`config.mk`:
```
export PLATFORM = sky130hd
export DESIGN_NAME = uart_boot_loader
export DESIGN_NICKNAME = d
export VERILOG_FILES = /design/src/rtl/uart_boot_loader_pkg.sv /design/src/rtl/uart_boot_loader_byte_word_packer.sv /design/src/rtl/uart_boot_loader.sv
export SDC_FILE = /design/constraint.sdc
export NUM_CORES = 1
export LEC_CHECK = 0
export CAP_MARGIN = 40
export CORE_UTILIZATION = 45
export CTS_CLUSTER_SIZE = 10
export DETAILED_ROUTE_END_ITERATION = 10
export PLACE_DENSITY = 0.73
export SLEW_MARGIN = 20
export SYNTH_ARGS = -nofsm -noshare
export SYNTH_HDL_FRONTEND = slang
export SYNTH_SLANG_ARGS = --single-unit
```
`constraint.sdc`:
```
create_clock -name clk -period 2.2 [get_ports clk]
set_input_delay 0.33 -clock clk [delete_from_list [all_inputs] [get_ports clk]]
set_output_delay 0.33 -clock clk [all_outputs]
set_load 0.05 [all_outputs]
```
`src/rtl/uart_boot_loader_pkg.sv`:
```
// Shared command/response codes and FSM state encoding for the UART boot loader.
package uart_boot_loader_pkg;

   localparam logic [7:0] CMD_LOAD = 8'h01;
   localparam logic [7:0] CMD_RUN  = 8'h02;
   localparam logic [7:0] ACK      = 8'h06;
   localparam logic [7:0] NAK      = 8'h15;

   typedef enum logic [2:0] {
      ST_IDLE,
      ST_LEN,
      ST_DATA,
      ST_WRITE,
      ST_RESP,
      ST_RUN
   } state_t;

endpackage

```
`src/rtl/uart_boot_loader_byte_word_packer.sv`:
```
// Packs payload bytes into a little-endian 32-bit word with per-lane strobes.
module uart_boot_loader_byte_word_packer (
   input  logic        clk,
   input  logic        reset,
   input  logic        load,
   input  logic [1:0]  lane,
   input  logic        last,
   input  logic [7:0]  data,
   input  logic        clear,
   output logic [31:0] word,
   output logic [3:0]  strb,
   output logic        flush
);

   always_ff @(posedge clk) begin
      if (reset || clear) begin
         word <= '0;
         strb <= '0;
      end else if (load) begin
         word[lane*8 +: 8] <= data;
         strb[lane]        <= 1'b1;
      end
   end

   // Word goes out once lane 3 fills or the final payload byte arrives.
   assign flush = load & ((lane == 2'd3) | last);

endmodule

```
`src/rtl/uart_boot_loader.sv`:
```
// Host load/run protocol engine: RX bytes in, firmware words to memory, ACK/NAK out.
//
// state    | meaning
// ST_IDLE  | waiting for a command byte
// ST_LEN   | collecting the 4-byte little-endian payload length
// ST_DATA  | accepting payload bytes into the packer
// ST_WRITE | one packed word on the memory bus, held until mem_ready
// ST_RESP  | sending ACK/NAK held in resp_q
// ST_RUN   | sending ACK for RUN; run pulses after the handshake
module uart_boot_loader
   import uart_boot_loader_pkg::*;
#(
   parameter int FIRM_ADDR_W = 15,
   parameter int DATA_W      = 32
) (
   input  logic                   clk,
   input  logic                   reset,
   input  logic                   rx_valid,
   input  logic [7:0]             rx_data,
   output logic                   rx_ready,
   output logic                   tx_valid,
   output logic [7:0]             tx_data,
   input  logic                   tx_ready,
   output logic                   mem_valid,
   output logic [FIRM_ADDR_W-3:0] mem_addr,
   output logic [DATA_W-1:0]      mem_wdata,
   output logic [3:0]             mem_wstrb,
   input  logic                   mem_ready,
   output logic                   run,
   output logic                   busy
);

   localparam logic [32:0] FIRM_BYTES = 33'd1 << FIRM_ADDR_W;

   state_t                 state, state_nxt;
   logic [1:0]             len_idx;
   logic [31:0]            len_q;
   logic [31:0]            byte_cnt;
   logic [FIRM_ADDR_W-3:0] word_addr;
   logic [7:0]             resp_q;
   logic                   rx_fire;
   logic [31:0]            len_next;
   logic                   len_too_big;
   logic                   pk_load;
   logic                   pk_clear;
   logic                   pk_flush;

   assign rx_fire     = rx_valid & rx_ready;
   assign len_next    = {rx_data, len_q[31:8]};
   assign len_too_big = {1'b0, len_next} > FIRM_BYTES;
   assign mem_addr    = word_addr;
   assign busy        = (state != ST_IDLE);

   uart_boot_loader_byte_word_packer u_packer (
      .clk   (clk),
      .reset (reset),
      .load  (pk_load),
      .lane  (byte_cnt[1:0]),
      .last  ((byte_cnt + 32'd1) == len_q),
      .data  (rx_data),
      .clear (pk_clear),
      .word  (mem_wdata),
      .strb  (mem_wstrb),
      .flush (pk_flush)
   );

   always_ff @(posedge clk) begin
      if (reset) begin
         state     <= ST_IDLE;
         len_idx   <= '0;
         len_q     <= '0;
         byte_cnt  <= '0;
         word_addr <= '0;
         resp_q    <= '0;
         run       <= 1'b0;
      end else begin
         state <= state_nxt;
         run   <= 1'b0;
         case (state)
            ST_IDLE: if (rx_fire) begin
               len_idx   <= '0;
               byte_cnt  <= '0;
               word_addr <= '0;
               resp_q    <= NAK;
            end
            ST_LEN: if (rx_fire) begin
               len_q   <= len_next;
               len_idx <= len_idx + 2'd1;
               resp_q  <= len_too_big ? NAK : ACK;
            end
            ST_DATA:  if (rx_fire) byte_cnt <= byte_cnt + 32'd1;
            ST_WRITE: if (mem_ready) begin
               word_addr <= word_addr + (FIRM_ADDR_W-2)'(1);
               resp_q    <= ACK;
            end
            ST_RUN:   if (tx_ready) run <= 1'b1;
            default: ;
         endcase
      end
   end

   always_comb begin
      state_nxt = state;
      rx_ready  = 1'b0;
      tx_valid  = 1'b0;
      tx_data   = '0;
      mem_valid = 1'b0;
      pk_load   = 1'b0;
      pk_clear  = 1'b0;
      case (state)
         ST_IDLE: begin
            rx_ready = 1'b1;
            if (rx_valid) begin
               if (rx_data == CMD_LOAD)     state_nxt = ST_LEN;
               else if (rx_data == CMD_RUN) state_nxt = ST_RUN;
               else                         state_nxt = ST_RESP;
            end
         end
         ST_LEN: begin
            rx_ready = 1'b1;
            if (rx_valid && len_idx == 2'd3) begin
               if (len_too_big || len_next == 32'd0) state_nxt = ST_RESP;
               else                                  state_nxt = ST_DATA;
            end
         end
         ST_DATA: begin
            rx_ready = 1'b1;
            pk_load  = rx_valid;
            if (pk_flush) state_nxt = ST_WRITE;
         end
         ST_WRITE: begin
            mem_valid = 1'b1;
            if (mem_ready) begin
               pk_clear  = 1'b1;
               state_nxt = (byte_cnt == len_q) ? ST_RESP : ST_DATA;
            end
         end
         ST_RESP: begin
            tx_valid = 1'b1;
            tx_data  = resp_q;
            if (tx_ready) state_nxt = ST_IDLE;
         end
         ST_RUN: begin
            tx_valid = 1'b1;
            tx_data  = ACK;
            if (tx_ready) state_nxt = ST_IDLE;
         end
         default: state_nxt = ST_IDLE;
      endcase
   end

endmodule

```
==> results.tsv, run 1 <==
metric	value	unit
drt_first_pass_iters	5	
place_inst	1193	
critPathMaxFanout	4	
synth-edff-count	0	
syn_area_per_cell	7.75	sq um
cp.arrival	2.64	ns
layout_setup_ws	-0.125	ns
power_density	600	nW/um^2
clkSinkCount	122	
chipHeight	123	um
port_buffers	70	
grt_start_max_net_pins	44	
syn_inst	852	
final.fill_count	1184	
num_rows	43	
fin_area	9230	sq um
worst_pin_slew	0.542	ns
ir_drop	0.475	mV
hold_class	in -> reg	
post-dp-hpwl	14900	um
wl_per_cell	16.7	um
max_freq	430	MHz
leakagePower	3.68	nW
track_usage	0.282	
setup.worst_path.start	byte_cnt[1]$_SDFFE_PP0P_	
maxSlewViolCount	0	
met2WireLength	9410	um
cts-root-buf	clkbuf_16	
outcome	finished, violations left	
cts_tree	done	
grt_overflow	0	
start_kind	flop	
hold_viol	0	
clock_latency	0.43	ns
drt_iter0_drc	524	
whs	0.320	ns
crit_required	2.51	ns
initial_utilization	0.469	
final_cells	1228	
ctsHoldBuffers	0	
numCtsBuffers	17	
cts_buffer_depth	2	
r2r_start	byte_cnt[1]$_SDFFE_PP0P_	
die_w	123	um
synthDistinctLibCells	66	
area_growth	39.7	%
topRoutingLayerUsed	met4	
dieArea	15200	sq um
ioPinCount	75	
routed-wl-met3	1760	um
dpl_cell_area	8410	sq um
violations	negative setup slack	
async_reset_ff_frac	0	
design_power_total	5.54	mW
core-area	14100	sq um
cts.clk_slew.worst_paths	0.06	ns
cap_viol_max_count	0	
finalSetupViolations	3	
ys.flop_type	dfxtp_1	
min_period	2.32	ns
vias	6941	
htreeDepth	4	
rsz0062_at_grt	true	
place_congestion	0.968	
drc_errors	0	
routed_wl	20500	um
layout_worst_path_cycle_share	1.06	
relSlewSlack	0.637	
ant_nets	0	
grt_pass1_wl	32800	um
grt_pass1_vias	6436	
fin_nets	1057	
hold_start	reset	
viasPerCell	5.65	
yosysSeqAreaShare	0.370	
antenna_cells	0	
wl_met1	8880	um
path_class	reg -> reg	
grt_antenna_before_repair	0	
syn_area	6610	sq um
fin_skew	0.0122	ns
drive_above_1_share	0.253	
end_kind	flop	
rrSetupSlack	-0.12	ns
synth_seq_cells	122	
ys_warn_count	0	
dp_slack	-0.336	ns
-- per-stage QoR --
| stage | setup TNS (ns) | utilization |
|---|---|---|
| 6_report | -0.286 | 0.655 |
| 5_1_grt | -0.585 | 0.655 |
| 4_1_cts | -0.211 | 0.650 |
| 3_5_place_dp | -1.54 | 0.596 |
| 3_3_place_gp | -1.40 | 0.596 |
| 2_1_floorplan | -0.0402 | - |
-- routing by layer --
metal | vias up | track usage
met1 | 3226 | 0.375
met2 | 301 | 0.438
li1 | 3371 | -
met3 | 43 | 0.0752
met5 | - | 0
met4 | 0 | 0.102
-- cell families (layout without fill, tap and decap cells) --
family	after synthesis	after routing	synth area share
AO/OA/AOI/OAI	170	170	0.152
XOR/XNOR	56	56	0.0742
adder cells (fa/ha/maj)	9	9	0.0170
buffers and inverters	70	263	0.0570
flip-flops	122	122	0.370
multiplexers	6	6	0.00966
other	1	4	0.000568
AND/OR/NAND/NOR	418	418	0.320
-- cell usage in the layout (no fill, tap or decap), types with 9 or more instances in the layout --
cell type,netlist,layout
nor3_1,20,18
buf_4,8,147
a21oi_1,106,106
nand4_1,22,22
and3_1,10,9
nand2_1,138,138
clkdlybuf4s50_1,0,61
dfxtp_1,122,104
inv_1,10,9
nand3_1,67,64
nor2_1,72,68
a31oi_1,10,9
o21ai_0,14,14
dfxtp_2,0,13
clkbuf_16,0,17
nor4_1,16,13
xor2_1,44,44
xnor2_1,12,11
-- layout make-up --
type | count | area [sq um] | area share
clock buffers | 18 | 429 | 0.0465
clock inverters | 14 | 168 | 0.0182
inverters | 10 | 41.3 | 0.00447
multi-input cells | 663 | 3980 | 0.431
flip-flops and latches | 122 | 2480 | 0.268
well taps | 180 | 225 | 0.0244
repair buffers | 221 | 1910 | 0.207
-- what timing repair did --
item                       in CTS  in global routing
setup buffers                   2                  1
setup endpoints to repair       6                  9
gates resized for setup        39                 20
pin swaps                      13                  9
gates cloned                    0                  0
-- worst max-delay path, stage by stage (launching register included) --
cell and delay, ns:
dfxtp_2 0.36, ha_4 0.18, nand3_4 0.10, nor4_4 0.40, and4_1 0.27, o22ai_2 0.10, nor4_4 0.37, a21oi_1 0.10
or3_1 0.34
-- synthesized netlist by cell type (3+ instances only) --
cell type    n  share of area
clkbuf_1    34          0.019
and2_1       6         0.0057
buf_2        7         0.0053
a31oi_1     10         0.0095
clkbuf_8     3         0.0063
or4_1        4         0.0045
dfxtp_1    122           0.37
buf_4        8         0.0091
a21oi_1    106          0.080
or3_1        9         0.0085
xor2_1      44          0.058
buf_6        6          0.010
ha_1         9          0.017
nand4_2      4         0.0076
mux2i_1      3         0.0045
nor3_1      20          0.015
or2_2        8         0.0076
nand4b_1     3         0.0040
nand4_1     22          0.021
nand3b_1     4         0.0045
xnor2_1     12          0.016
a211o_1      3         0.0040
and4_1      10          0.013
a211oi_1     4         0.0045
nand3_1     67          0.051
nor2_1      72          0.041
inv_1       10         0.0057
o21a_1       3         0.0034
a22oi_1      4         0.0045
nand2_1    138          0.078
mux2_2       3         0.0051
nand2b_1     7         0.0066
o211ai_1     4         0.0045
o21ai_0     14          0.011
nor3b_1      4         0.0045
nor4_1      16          0.015
and3_1      10         0.0095
-- where the power goes --
group / leakage [nW] / internal, mW / switching (mW) / total, mW
clock network: 0.287 / 1.78 / 1.09 / 2.87
logic: 2.40 / 0.153 / 0.281 / 0.434
registers: 0.994 / 2.22 / 0.0167 / 2.24
-- registers in the layout (all words and copies together), names as in the netlist --
name and count:
byte_cnt 32, len_idx 2, len_q 32, mem_addr 13, resp_q 3, run 1, state 3, u_packer.strb 4
u_packer.word 32
-- final timing paths --
kind                                        end  cells after the start
setup reg to reg          state[1]$_SDFFE_PP0P_                      8
hold reg to reg   u_packer.word[1]$_SDFFE_PP0P_                      2
hold / removal           resp_q[0]$_SDFFE_PP0P_                      2
setup / recovery          state[1]$_SDFFE_PP0P_                      8
(Power assumes the default switching activity.)
==> run 2, diff against run 1 <==
--- a/config.mk
+++ b/config.mk
@@ -9,7 +9,7 @@
 export CORE_UTILIZATION = 45
 export CTS_CLUSTER_SIZE = 10
 export DETAILED_ROUTE_END_ITERATION = 10
-export PLACE_DENSITY = 0.73
+export PLACE_DENSITY = 0.78
 export SLEW_MARGIN = 20
 export SYNTH_ARGS = -nofsm -noshare
 export SYNTH_HDL_FRONTEND = slang
==> results.tsv, run 2 (same netlist as run 1, synthesis figures left out) <==
metric	value	unit	change
outcome	finished, violations left		unchanged
violations	negative setup slack		unchanged
place_congestion	0.952		was 0.968
port_buffers	70		unchanged
track_usage	0.289		was 0.282
final_cell_mix	148 x buf_4, 138 x nand2_1, 106 x a21oi_1, 102 x dfxtp_1, 67 x nor2_1		was 147 x buf_4, 138 x nand2_1, 106 x a21oi_1, 104 x dfxtp_1, 68 x nor2_1
crit_top_cell	or3_1		was nor4_4
drt_first_pass_iters	5		unchanged
setup.worst_path.start	rx_data[2]		was byte_cnt[1]$_SDFFE_PP0P_
path_class	in -> reg		was reg -> reg
cts-root-buf	clkbuf_16		unchanged
drc_errors	0		unchanged
critical_path.max_stage_delay	0.45	ns	was 0.40 ns
numCtsBuffers	17		unchanged
ctsHoldBuffers	0		unchanged
p_comb_frac	0.078		about the same
grt_pass1_wl	33600	um	was 32800 um
num_rows	43		unchanged
ioPinCount	75		unchanged
vias	7102		was 6941
p_switching	1.39	mW	about the same
max_freq	417	MHz	was 430 MHz
grt_overflow	0		unchanged
rrSetupSlack	-0.18	ns	was -0.12 ns
critical_path.slowest_cell	clkdlybuf4s50_1		was nor4_4
htreeDepth	4		unchanged
hold_start	reset		unchanged
critPathMaxFanout	3		was 4
finalSetupViolations	3		unchanged
die_w	123	um	unchanged
ir_drop	0.561	mV	was 0.475 mV
worst_pin_slew	0.554	ns	was 0.542 ns
fin_tns_setup	-0.463	ns	was -0.286 ns
fin_skew	0.00652	ns	was 0.0122 ns
cap_viol_max_count	0		unchanged
chipHeight	123	um	unchanged
cts_buffer_depth	2		unchanged
drive_above_1_share	0.261		was 0.253
dieArea	15200	sq um	unchanged
crit_chain	clkdlybuf4s50_1 > nor4_2 > buf_4 > nand3b_1 > nor3_1 > a31oi_2 > or3_1 > o32ai_2 > or3_1		was ha_4 > nand3_4 > nor4_4 > and4_1 > o22ai_2 > nor4_4 > a21oi_1 > or3_1
drt_iter0_drc	728		was 524
power_density	605	nW/um^2	was 600 nW/um^2
crit_buf_inv	2		was 0
layout_setup_ws	-0.199	ns	was -0.125 ns
wl_per_cell	17.6	um	was 16.7 um
clock_latency	0.43	ns	about the same
rsz0062_at_grt	true		unchanged
hold_class	in -> reg		unchanged
grt_start_max_net_pins	43		was 44
mostFrequentLayoutCell	buf_4		unchanged
relSlewSlack	0.630		was 0.637
fin_util	0.663		was 0.655
antenna_cells	0		unchanged
area_growth	41.4	%	was 39.7%
crit_required	2.58	ns	was 2.51 ns
whs_endpoint	byte_cnt[5]$_SDFFE_PP0P_		was resp_q[0]$_SDFFE_PP0P_
cpLargestDelayFamily	simple AND/OR/NAND/NOR gates		unchanged
ant_nets	0		unchanged
post-dp-hpwl	14900	um	about the same
maxSlewViolCount	0		unchanged
grt_pass1_vias	6580		was 6436
start_kind	primary input		was flop
p_clk_frac	0.526		was 0.518
swShare	0.247		was 0.250
r2r_cells	10		was 8
fin_nets	1059		was 1057
r2r_end	state[1]$_SDFFE_PP0P_		unchanged
clkSinkCount	122		unchanged
top_regs	byte_cnt (32), len_q (32), u_packer.word (32)		unchanged
viasPerCell	5.77		was 5.65
routed_wl	21600	um	was 20500 um
layout_worst_path_cycle_share	1.09		was 1.06
intPower	4.25	mW	was 4.16 mW
leakagePower	3.73	nW	was 3.68 nW
end_kind	flop		unchanged
cts.clk_slew.worst_paths	0.06	ns	about the same
final.fill_count	1116		was 1184
initial_utilization	0.469		unchanged
holdPathStages	2		unchanged
p_seq_frac	0.396		was 0.403
cp.arrival	2.78	ns	was 2.64 ns
grt_antenna_before_repair	0		unchanged
r2r_start	byte_cnt[1]$_SDFFE_PP0P_		unchanged
cts_tree	done		unchanged
hold_viol	0		unchanged
core-area	14100	sq um	unchanged
min_period	2.40	ns	was 2.32 ns
-- run 2: worst max path at each step --
stage,slack (ns),end,depth (start not counted)
floorplan,-0.04,state[1]$_SDFFE_PP0P_,10
CTS,-0.10,state[1]$_SDFFE_PP0P_,10
finish,-0.20,state[1]$_SDFFE_PP0P_,9
detailed placement,-0.43,state[1]$_SDFFE_PP0P_,9
global route,-0.30,state[1]$_SDFFE_PP0P_,9
global placement,-0.38,state[1]$_SDFFE_PP0P_,9
-- run 2: per-stage QoR --
stage / instance area (sq um) / setup WS (ns) / std cells / hold WS [ns] / power, mW
floorplan: 6650 / -0.0402 / 855 / 0.436 / 2.53
global placement: 8370 / -0.379 / 1189 / 0.438 / 2.71
detailed placement: 8370 / -0.434 / 1189 / 0.445 / 2.71
CTS: 9260 / -0.101 / 1229 / 0.238 / 5.64
global route: 9340 / -0.302 / 1230 / 0.258 / 5.78
finish: 9340 / -0.199 / 1230 / 0.263 / 5.65
-- run 2: final cells by class --
class / instances / area [sq um] / share of cell area
Clock inverter: 12 / 160 / 0.0171
Tap cell: 180 / 225 / 0.0241
Clock buffer: 20 / 467 / 0.0500
Inverter: 10 / 41.3 / 0.00442
Sequential cell: 122 / 2480 / 0.266
Multi-Input combinational cell: 663 / 4050 / 0.433
Timing Repair Buffer: 223 / 1920 / 0.205
-- run 2: power groups by stage --
stage	sequential, mW	combinational [mW]	clock, mW
floorplan	2.28	0.248	0
global placement	2.29	0.418	0
detailed placement	2.29	0.423	0
CTS	2.24	0.433	2.97
global route	2.24	0.468	3.08
finish	2.24	0.443	2.97
-- run 2: per-layer routing --
| layer | wire (um) | up-vias | track usage |
|---|---|---|---|
| li1 | - | 3366 | - |
| met1 | 9180 | 3352 | 0.371 |
| met3 | 1830 | 46 | 0.0761 |
| met5 | 0 | - | 0 |
| met4 | 571 | 0 | 0.114 |
| met2 | 10000 | 338 | 0.461 |
-- run 2: repair_timing --
item / in CTS / in global routing
gates resized for setup: 54 / 18
pin swaps: 19 / 9
setup buffers: 8 / 1
setup endpoints to repair: 6 / 5
